--- src/rtl/mem_access_unit.sv ---
// Load/store initiator for the 64-bit data_sram: one request at a time, doubleword-aligned
// SRAM cycles, read-modify-write for sub-doubleword stores, sign/zero-extended loads.
module mem_access_unit (
  input  logic        clk,
  input  logic        rst,
  input  logic        req_valid,
  output logic        req_ready,
  input  logic        req_wen,
  input  logic [1:0]  req_size,
  input  logic        req_unsigned,
  input  logic [63:0] req_addr,
  input  logic [63:0] req_wdata,
  output logic        resp_valid,
  input  logic        resp_ready,
  output logic [63:0] resp_rdata,
  output logic        resp_err,
  output logic        data_sram_en,
  output logic        data_sram_wen,
  output logic [63:0] data_sram_addr,
  output logic [63:0] data_sram_wdata,
  input  logic [63:0] data_sram_rdata
);

  typedef enum logic [2:0] {
    S_IDLE    = 3'd0,
    S_RD      = 3'd1,
    S_RD_WAIT = 3'd2,
    S_WR      = 3'd3,
    S_RESP    = 3'd4
  } state_t;

  state_t      state_q, state_d;
  logic        wen_q, wen_d;
  logic [1:0]  size_q, size_d;
  logic        uns_q, uns_d;
  logic [63:0] addr_q, addr_d;
  logic [63:0] wdata_q, wdata_d;
  logic [63:0] rdata_q, rdata_d;
  logic        err_q, err_d;
  logic        resp_valid_q, resp_valid_d;
  logic        req_ready_q, req_ready_d;

  function automatic logic is_misaligned(input logic [1:0] size, input logic [2:0] off);
    logic mis;
    case (size)
      2'd0:    mis = 1'b0;
      2'd1:    mis = off[0];
      2'd2:    mis = |off[1:0];
      2'd3:    mis = |off;
      default: mis = 1'b0;
    endcase
    return mis;
  endfunction

  function automatic logic [63:0] lane_mask(input logic [1:0] size);
    logic [63:0] m;
    case (size)
      2'd0:    m = 64'h0000_0000_0000_00FF;
      2'd1:    m = 64'h0000_0000_0000_FFFF;
      2'd2:    m = 64'h0000_0000_FFFF_FFFF;
      2'd3:    m = 64'hFFFF_FFFF_FFFF_FFFF;
      default: m = 64'h0000_0000_0000_0000;
    endcase
    return m;
  endfunction

  function automatic logic [63:0] load_extend(input logic [63:0] rd, input logic [2:0] off,
                                              input logic [1:0] size, input logic uns);
    logic [63:0] sh;
    logic [63:0] res;
    sh = rd >> {off, 3'b000};
    case (size)
      2'd0:    res = uns ? {56'd0, sh[7:0]}  : {{56{sh[7]}}, sh[7:0]};
      2'd1:    res = uns ? {48'd0, sh[15:0]} : {{48{sh[15]}}, sh[15:0]};
      2'd2:    res = uns ? {32'd0, sh[31:0]} : {{32{sh[31]}}, sh[31:0]};
      2'd3:    res = sh;
      default: res = 64'd0;
    endcase
    return res;
  endfunction

  // Only the addressed lane changes; the other bytes come from the SRAM read.
  function automatic logic [63:0] store_merge(input logic [63:0] rd, input logic [2:0] off,
                                              input logic [1:0] size, input logic [63:0] wd);
    logic [63:0] m;
    m = lane_mask(size);
    return (rd & ~(m << {off, 3'b000})) | ((wd & m) << {off, 3'b000});
  endfunction

  // Next-state and latched-request computation.
  always_comb begin
    state_d = state_q;
    wen_d   = wen_q;
    size_d  = size_q;
    uns_d   = uns_q;
    addr_d  = addr_q;
    wdata_d = wdata_q;
    rdata_d = rdata_q;
    err_d   = err_q;
    case (state_q)
      S_IDLE: begin
        if (req_valid) begin
          wen_d   = req_wen;
          size_d  = req_size;
          uns_d   = req_unsigned;
          addr_d  = req_addr;
          wdata_d = req_wdata;
          rdata_d = 64'd0;
          if (is_misaligned(req_size, req_addr[2:0])) begin
            err_d   = 1'b1;
            state_d = S_RESP;
          end else if (req_wen && (req_size == 2'd3)) begin
            err_d   = 1'b0;
            state_d = S_WR;
          end else begin
            err_d   = 1'b0;
            state_d = S_RD;
          end
        end else begin
          state_d = S_IDLE;
        end
      end
      S_RD: state_d = S_RD_WAIT;
      S_RD_WAIT: begin
        if (wen_q) begin
          wdata_d = store_merge(data_sram_rdata, addr_q[2:0], size_q, wdata_q);
          state_d = S_WR;
        end else begin
          rdata_d = load_extend(data_sram_rdata, addr_q[2:0], size_q, uns_q);
          state_d = S_RESP;
        end
      end
      S_WR: state_d = S_RESP;
      S_RESP: begin
        if (resp_ready) begin
          rdata_d = 64'd0;
          err_d   = 1'b0;
          state_d = S_IDLE;
        end else begin
          state_d = S_RESP;
        end
      end
      default: state_d = S_IDLE;
    endcase
    req_ready_d  = (state_d == S_IDLE);
    resp_valid_d = (state_d == S_RESP);
  end

  // State and output registers with synchronous reset.
  always_ff @(posedge clk) begin
    if (rst) begin
      state_q      <= S_IDLE;
      wen_q        <= 1'b0;
      size_q       <= 2'd0;
      uns_q        <= 1'b0;
      addr_q       <= 64'd0;
      wdata_q      <= 64'd0;
      rdata_q      <= 64'd0;
      err_q        <= 1'b0;
      resp_valid_q <= 1'b0;
      req_ready_q  <= 1'b1;
    end else begin
      state_q      <= state_d;
      wen_q        <= wen_d;
      size_q       <= size_d;
      uns_q        <= uns_d;
      addr_q       <= addr_d;
      wdata_q      <= wdata_d;
      rdata_q      <= rdata_d;
      err_q        <= err_d;
      resp_valid_q <= resp_valid_d;
      req_ready_q  <= req_ready_d;
    end
  end

  // SRAM port decode from the current state; quiet outside RD and WR.
  always_comb begin
    data_sram_en    = 1'b0;
    data_sram_wen   = 1'b0;
    data_sram_addr  = 64'd0;
    data_sram_wdata = 64'd0;
    case (state_q)
      S_RD: begin
        data_sram_en   = 1'b1;
        data_sram_addr = {addr_q[63:3], 3'b000};
      end
      S_WR: begin
        data_sram_en    = 1'b1;
        data_sram_wen   = 1'b1;
        data_sram_addr  = {addr_q[63:3], 3'b000};
        data_sram_wdata = wdata_q;
      end
      default: data_sram_en = 1'b0;
    endcase
  end

  assign req_ready  = req_ready_q;
  assign resp_valid = resp_valid_q;
  assign resp_rdata = rdata_q;
  assign resp_err   = err_q;

endmodule
--- config.mk ---
export PLATFORM = sky130hd
export DESIGN_NAME = mem_access_unit
export DESIGN_NICKNAME = d
export VERILOG_FILES = /design/src/rtl/mem_access_unit.sv
export SDC_FILE = /design/constraint.sdc
export NUM_CORES = 1
export LEC_CHECK = 0
export CORE_MARGIN = 4
export CORE_UTILIZATION = 43
export DETAILED_ROUTE_END_ITERATION = 7
export MAX_ROUTING_LAYER = met4
export PLACE_DENSITY = 0.78
export SLEW_MARGIN = 20
export SYNTH_ARGS = -nofsm -noshare
export SYNTH_HDL_FRONTEND = slang
export SYNTH_SLANG_ARGS = --single-unit
--- constraint.sdc ---
create_clock -name clk -period 1.7 [get_ports clk]
set_input_delay 0.17 -clock clk [delete_from_list [all_inputs] [get_ports clk]]
set_output_delay 0.17 -clock clk [all_outputs]
set_load 0.05 [all_outputs]
==> results of run 1 <==
[metrics by stage]
step           setup WS [ps]  setup TNS, ps  area (µm²)  cells
4_1_cts                 -440         -79810       24400   2733
3_5_place_dp            -597         -58750       20700   2581
3_3_place_gp            -629         -45290       20700   2581
2_1_floorplan          -55.9           -495       13100   1617
[synthesized netlist by cell type, types with 14 or more instances]
cell type and count:
a21oi_1 124, o21ai_0 78, o22ai_1 22, mux2i_1 63
nor2b_1 21, buf_2 50, and3_1 65, nor2_1 81
clkbuf_1 80, a221oi_1 37, a22oi_1 21, and2_1 69
dfxtp_1 202, a211oi_1 24, a22o_1 58, nor4_1 22
a31oi_1 14, o211ai_1 30, nor3_1 28, nand3_1 50
mux2_2 29, nand2_1 255, buf_4 18
[logic make-up after synthesis]
| kind of cell | count (synthesis) |
|---|---|
| DFF | 202 |
| and+or+nand+nor | 639 |
| AOI/OAI and AO/OA | 490 |
| muxes | 105 |
| buffers and inverters | 178 |
| other | 1 |
[timing repair]
item	4_1_cts
pin swaps	170
gates cloned	26
endpoints found under the setup margin	318
endpoints found under the hold margin	0
buffers inserted	104
gates resized for setup	405
==> results.py, run 1 <==
metrics = {
    "placed_design": {
        "post-dp-hpwl_um": 54000,
        "gp_congestion": 1.05,
        "io_buffers": 393,
    },
    "synth": {
        "synth-edff-count": 0,
        "synthFlopType": "dfxtp_1",
        "synth_top_family_by_area": "compound AO/OA/AOI/OAI gates",
        "synthCells": 1615,
        "synthAdderAreaFrac": 0,
        "yosys-top-cells-area": "dfxtp_1 32%, nand2_1 7.5%, mux2i_1 5.0%",
        "synth_seq_cells": 202,
        "synth_simple_gate_area_frac": 0.247,
        "postSynth.asyncResetShare": 0,
        "yosysTopAreaCell": "dfxtp_1",
        "synth_top_area_frac": 0.319,
        "synthXorXnorAreaFrac": 0,
        "synth_compound_area_frac": 0.265,
        "yosys_warnings": 0,
        "synthesis.area_um2": 12700,
        "synth.distinct_cells": 71,
        "synthMuxAreaShare": 0.0986,
        "synth-seq-area-share": 0.319,
        "synth_area_per_cell_um2": 7.85,
    },
    "cts": {
        "h-tree-depth": 1,
        "cts_buffer_depth": 3,
        "cts_buffers": 23,
        "cts_root_buffer": "clkbuf_16",
        "numClockSinks": 202,
        "cts_hold_buffers": 0,
    },
    "run_status": {
        "haltStage": "global routing",
        "error": "[ERROR GRT-0183] Net net1138: the 3D maze router ran out of legal paths (heap underflow) - the net is boxed in by local congestion or blockages.",
        "status": "aborted with a tool error",
    },
    "die": {
        "die_h_um": 180,
        "fp-row-count": 62,
        "start_util": 0.438,
        "io-pin-count": 397,
        "dieWidth_um": 180,
    },
    "timing": {
        "worstEpCategory": "primary output",
        "postGrtWorstEndpoint": "data_sram_wdata[32]",
    },
    "grt": {
        "grt_start_max_net_pins": 79,
        "antenna_found_initial": 18,
    },
}
==> run 2: changes to the inputs <==
Settings changed: CORE_UTILIZATION 43 to 35, MAX_ROUTING_LAYER met4 to unset, PLACE_DENSITY 0.78 to unset, PLACE_DENSITY_LB_ADDON set to 0.15.
Clock period 1.7 ns to 2.2 ns, I/O delays scaled along.
==> run 2 against run 1 <==
  * Area after synthesis is the same
  * Synthesized cell count is the same
  * The flow now finishes, with violations (setup timing)
==> results.py, run 2 <==
metrics = {
    "placed_design": {
        "placed_cell_area_um2": 19500,
        "place_ws_ps": -195,
        "gp_congestion": 1.01,
        "io_buffers": 393,
        "post-dp-hpwl_um": 52000,
    },
    "critical_path": {
        "cpMaxStageDelayCell": "dfxtp_4",
        "cp-start-kind": "flop",
        "path_cells": "buf_12, nor2b_4, buf_12, clkbuf_16, and3_4, buf_12",
        "crit_type": "reg2out",
        "crit_top_cell": "buf_12",
        "cp_max_fo": 12,
        "cp_data_required_time_ps": 1980,
        "cp.arrival_ps": 1990,
        "cpPeakStageDelay_ps": 360,
        "endpoint_kind": "output pin",
    },
    "timing": {
        "max-slew-margin-rel": 0.294,
        "setup_viol": 6,
        "max_freq_ghz": 0.453,
        "fin_crit_sh": 1.00,
        "slew_viol_final": 0,
        "fin_crit_ps": 2210,
        "clock_skew_ps": 11.0,
        "finalHoldViolations": 0,
        "setup_ws_ps": -6.44,
        "rsz0062_at_grt": "true",
        "tightest_slew_ps": 1050,
    },
    "finish": {
        "layout-drive-gt1-share": 0.264,
        "layout_commonest_cell": "clkdlybuf4s50_1",
        "final_cell_mix": "265 x clkdlybuf4s50_1, 254 x nand2_1, 199 x buf_4, 196 x dfxtp_1, 148 x buf_12",
        "area_delta_synth_final_pct": 66.7,
        "finalInstanceArea_um2": 21100,
        "final_net_count": 2301,
    },
    "synth": {
        "synthesis.area_um2": 12700,
        "synth-seq-area-share": 0.319,
        "synthCells": 1615,
        "yosys-top-cells-area": "dfxtp_1 32%, nand2_1 7.5%, mux2i_1 5.0%",
        "yosysMostFrequentCell": "nand2_1",
        "synth_common_cells": "255 x nand2_1, 202 x dfxtp_1, 124 x a21oi_1, 81 x nor2_1, 80 x clkbuf_1",
        "yosysTopAreaCell": "dfxtp_1",
        "synth_top_area_frac": 0.319,
        "postSynth.asyncResetShare": 0,
        "yosys_warnings": 0,
        "synth.distinct_cells": 71,
        "synth_seq_cells": 202,
        "synth-edff-count": 0,
        "synthFlopType": "dfxtp_1",
        "synth_area_per_cell_um2": 7.85,
    },
    "cts": {
        "numClockSinks": 202,
        "cts_buffer_depth": 3,
        "tritoncts": "yes",
        "clk_pin_slew_ps": 60,
        "cts_root_buffer": "clkbuf_16",
        "h-tree-depth": 1,
        "cts_hold_buffers": 0,
        "clkLatencyLatePin_ps": 550,
        "cts_buffers": 25,
    },
    "grt": {
        "gr-total-overflow": 0,
        "grt.total_usage": 0.325,
        "grt_pass1_wl_um": 98000,
        "antenna_found_initial": 3,
        "grt_pass1_vias": 14800,
        "grt_start_max_net_pins": 75,
    },
    "drt": {
        "routedWlPerCell_um": 26.9,
        "drcViolationCount": 0,
        "viasPerCell": 6.00,
        "dr.first_iter.drc_count": 1769,
        "ant_nets": 0,
        "first_pass_iters": 6,
        "vias": 15500,
        "wirelength_um": 69500,
    },
    "die": {
        "fp-row-count": 69,
        "io-pin-count": 397,
        "fp.dieArea_um2": 39300,
        "start_util": 0.356,
        "die_h_um": 198,
        "dieWidth_um": 198,
        "core-area_um2": 35700,
    },
    "power": {
        "vdd_drop_max_uv": 559,
        "power_leakage_nw": 7.93,
        "finalPower_w": 0.0123,
        "pwr_density_cell_nw_per_um2": 582,
    },
    "run_status": {
        "violations": "setup timing",
        "status": "finished, violations left",
    },
    "worst_hold_path": {
        "hold_class": "in2reg",
    },
    "run": {
        "max_cap_viol_count": 0,
    },
}
[run 2: cell counts after synthesis]
Identical to the previous run, type by type.
[run 2: worst max-delay path, delay by kind of cell, from the launching register on]
kind | cells | cell delay (ps)
DFF | 1 | 360
buffers and inverters | 4 | 670
and+or+nand+nor | 2 | 400
[run 2: area by class of cell]
class / count / area [µm²]
antenna: 1 / 2.50
clock buffer: 32 / 712
clock inverter: 14 / 181
fill: 3160 / 14500
inverter: 9 / 33.8
multi-input combinational: 1237 / 8170
sequential: 202 / 4060
tap: 461 / 577
timing repair buffer: 626 / 7400
[run 2: timing repair]
item | CTS | global route
buffers inserted | 3 | 4
endpoints found under the setup margin | 157 | 182
gates cloned | 1 | 10
pin swaps | 0 | 4
gates resized for setup | 18 | 92
[run 2: path summary, 6_finish.rpt]
path,startpoint,to,slack [ps],cells past startpoint
max reg2reg,addr_q[0],resp_rdata[52],40,6
min reg2reg,addr_q[23],addr_q[23],450,2
min,req_addr[24],addr_q[24],220,3
max,state_q[2],data_sram_wdata[42],-6,6
[run 2: cells by family after synthesis]
family / Yosys count / synth area share
flops: 202 / 0.319
buf+inv: 178 / 0.0695
mux: 105 / 0.0986
compound gates: 490 / 0.265
simple gates: 639 / 0.247
other cells: 1 / 0.000296
[run 2: report_power, final]
| group | switching, W | leakage [nW] | internal (W) |
|---|---|---|---|
| clock | 0.00174 | 0.449 | 0.00275 |
| sequential | 0.000306 | 1.66 | 0.00392 |
| combinational | 0.00205 | 5.83 | 0.00154 |
[run 2: layer usage]
metal,vias up,routed length (µm),global-route usage
li1,6920,-,-
met1,7466,27800,0.438
met2,946,31500,0.521
met3,154,7350,0.0755
met4,0,2860,0.0967
met5,-,0,0
[run 2: stage by stage]
stage	setup TNS, ps	std cells	util	hold slack [ps]
after floorplan	0	1617	-	356
after global placement	-4320	2517	0.547	437
after detailed placement	-5470	2517	0.547	442
after CTS	-653	2567	0.576	201
after global routing	-970	2581	0.593	220
final	-19.3	2582	0.593	215
Note: power is estimated with default switching activity, not from simulation.
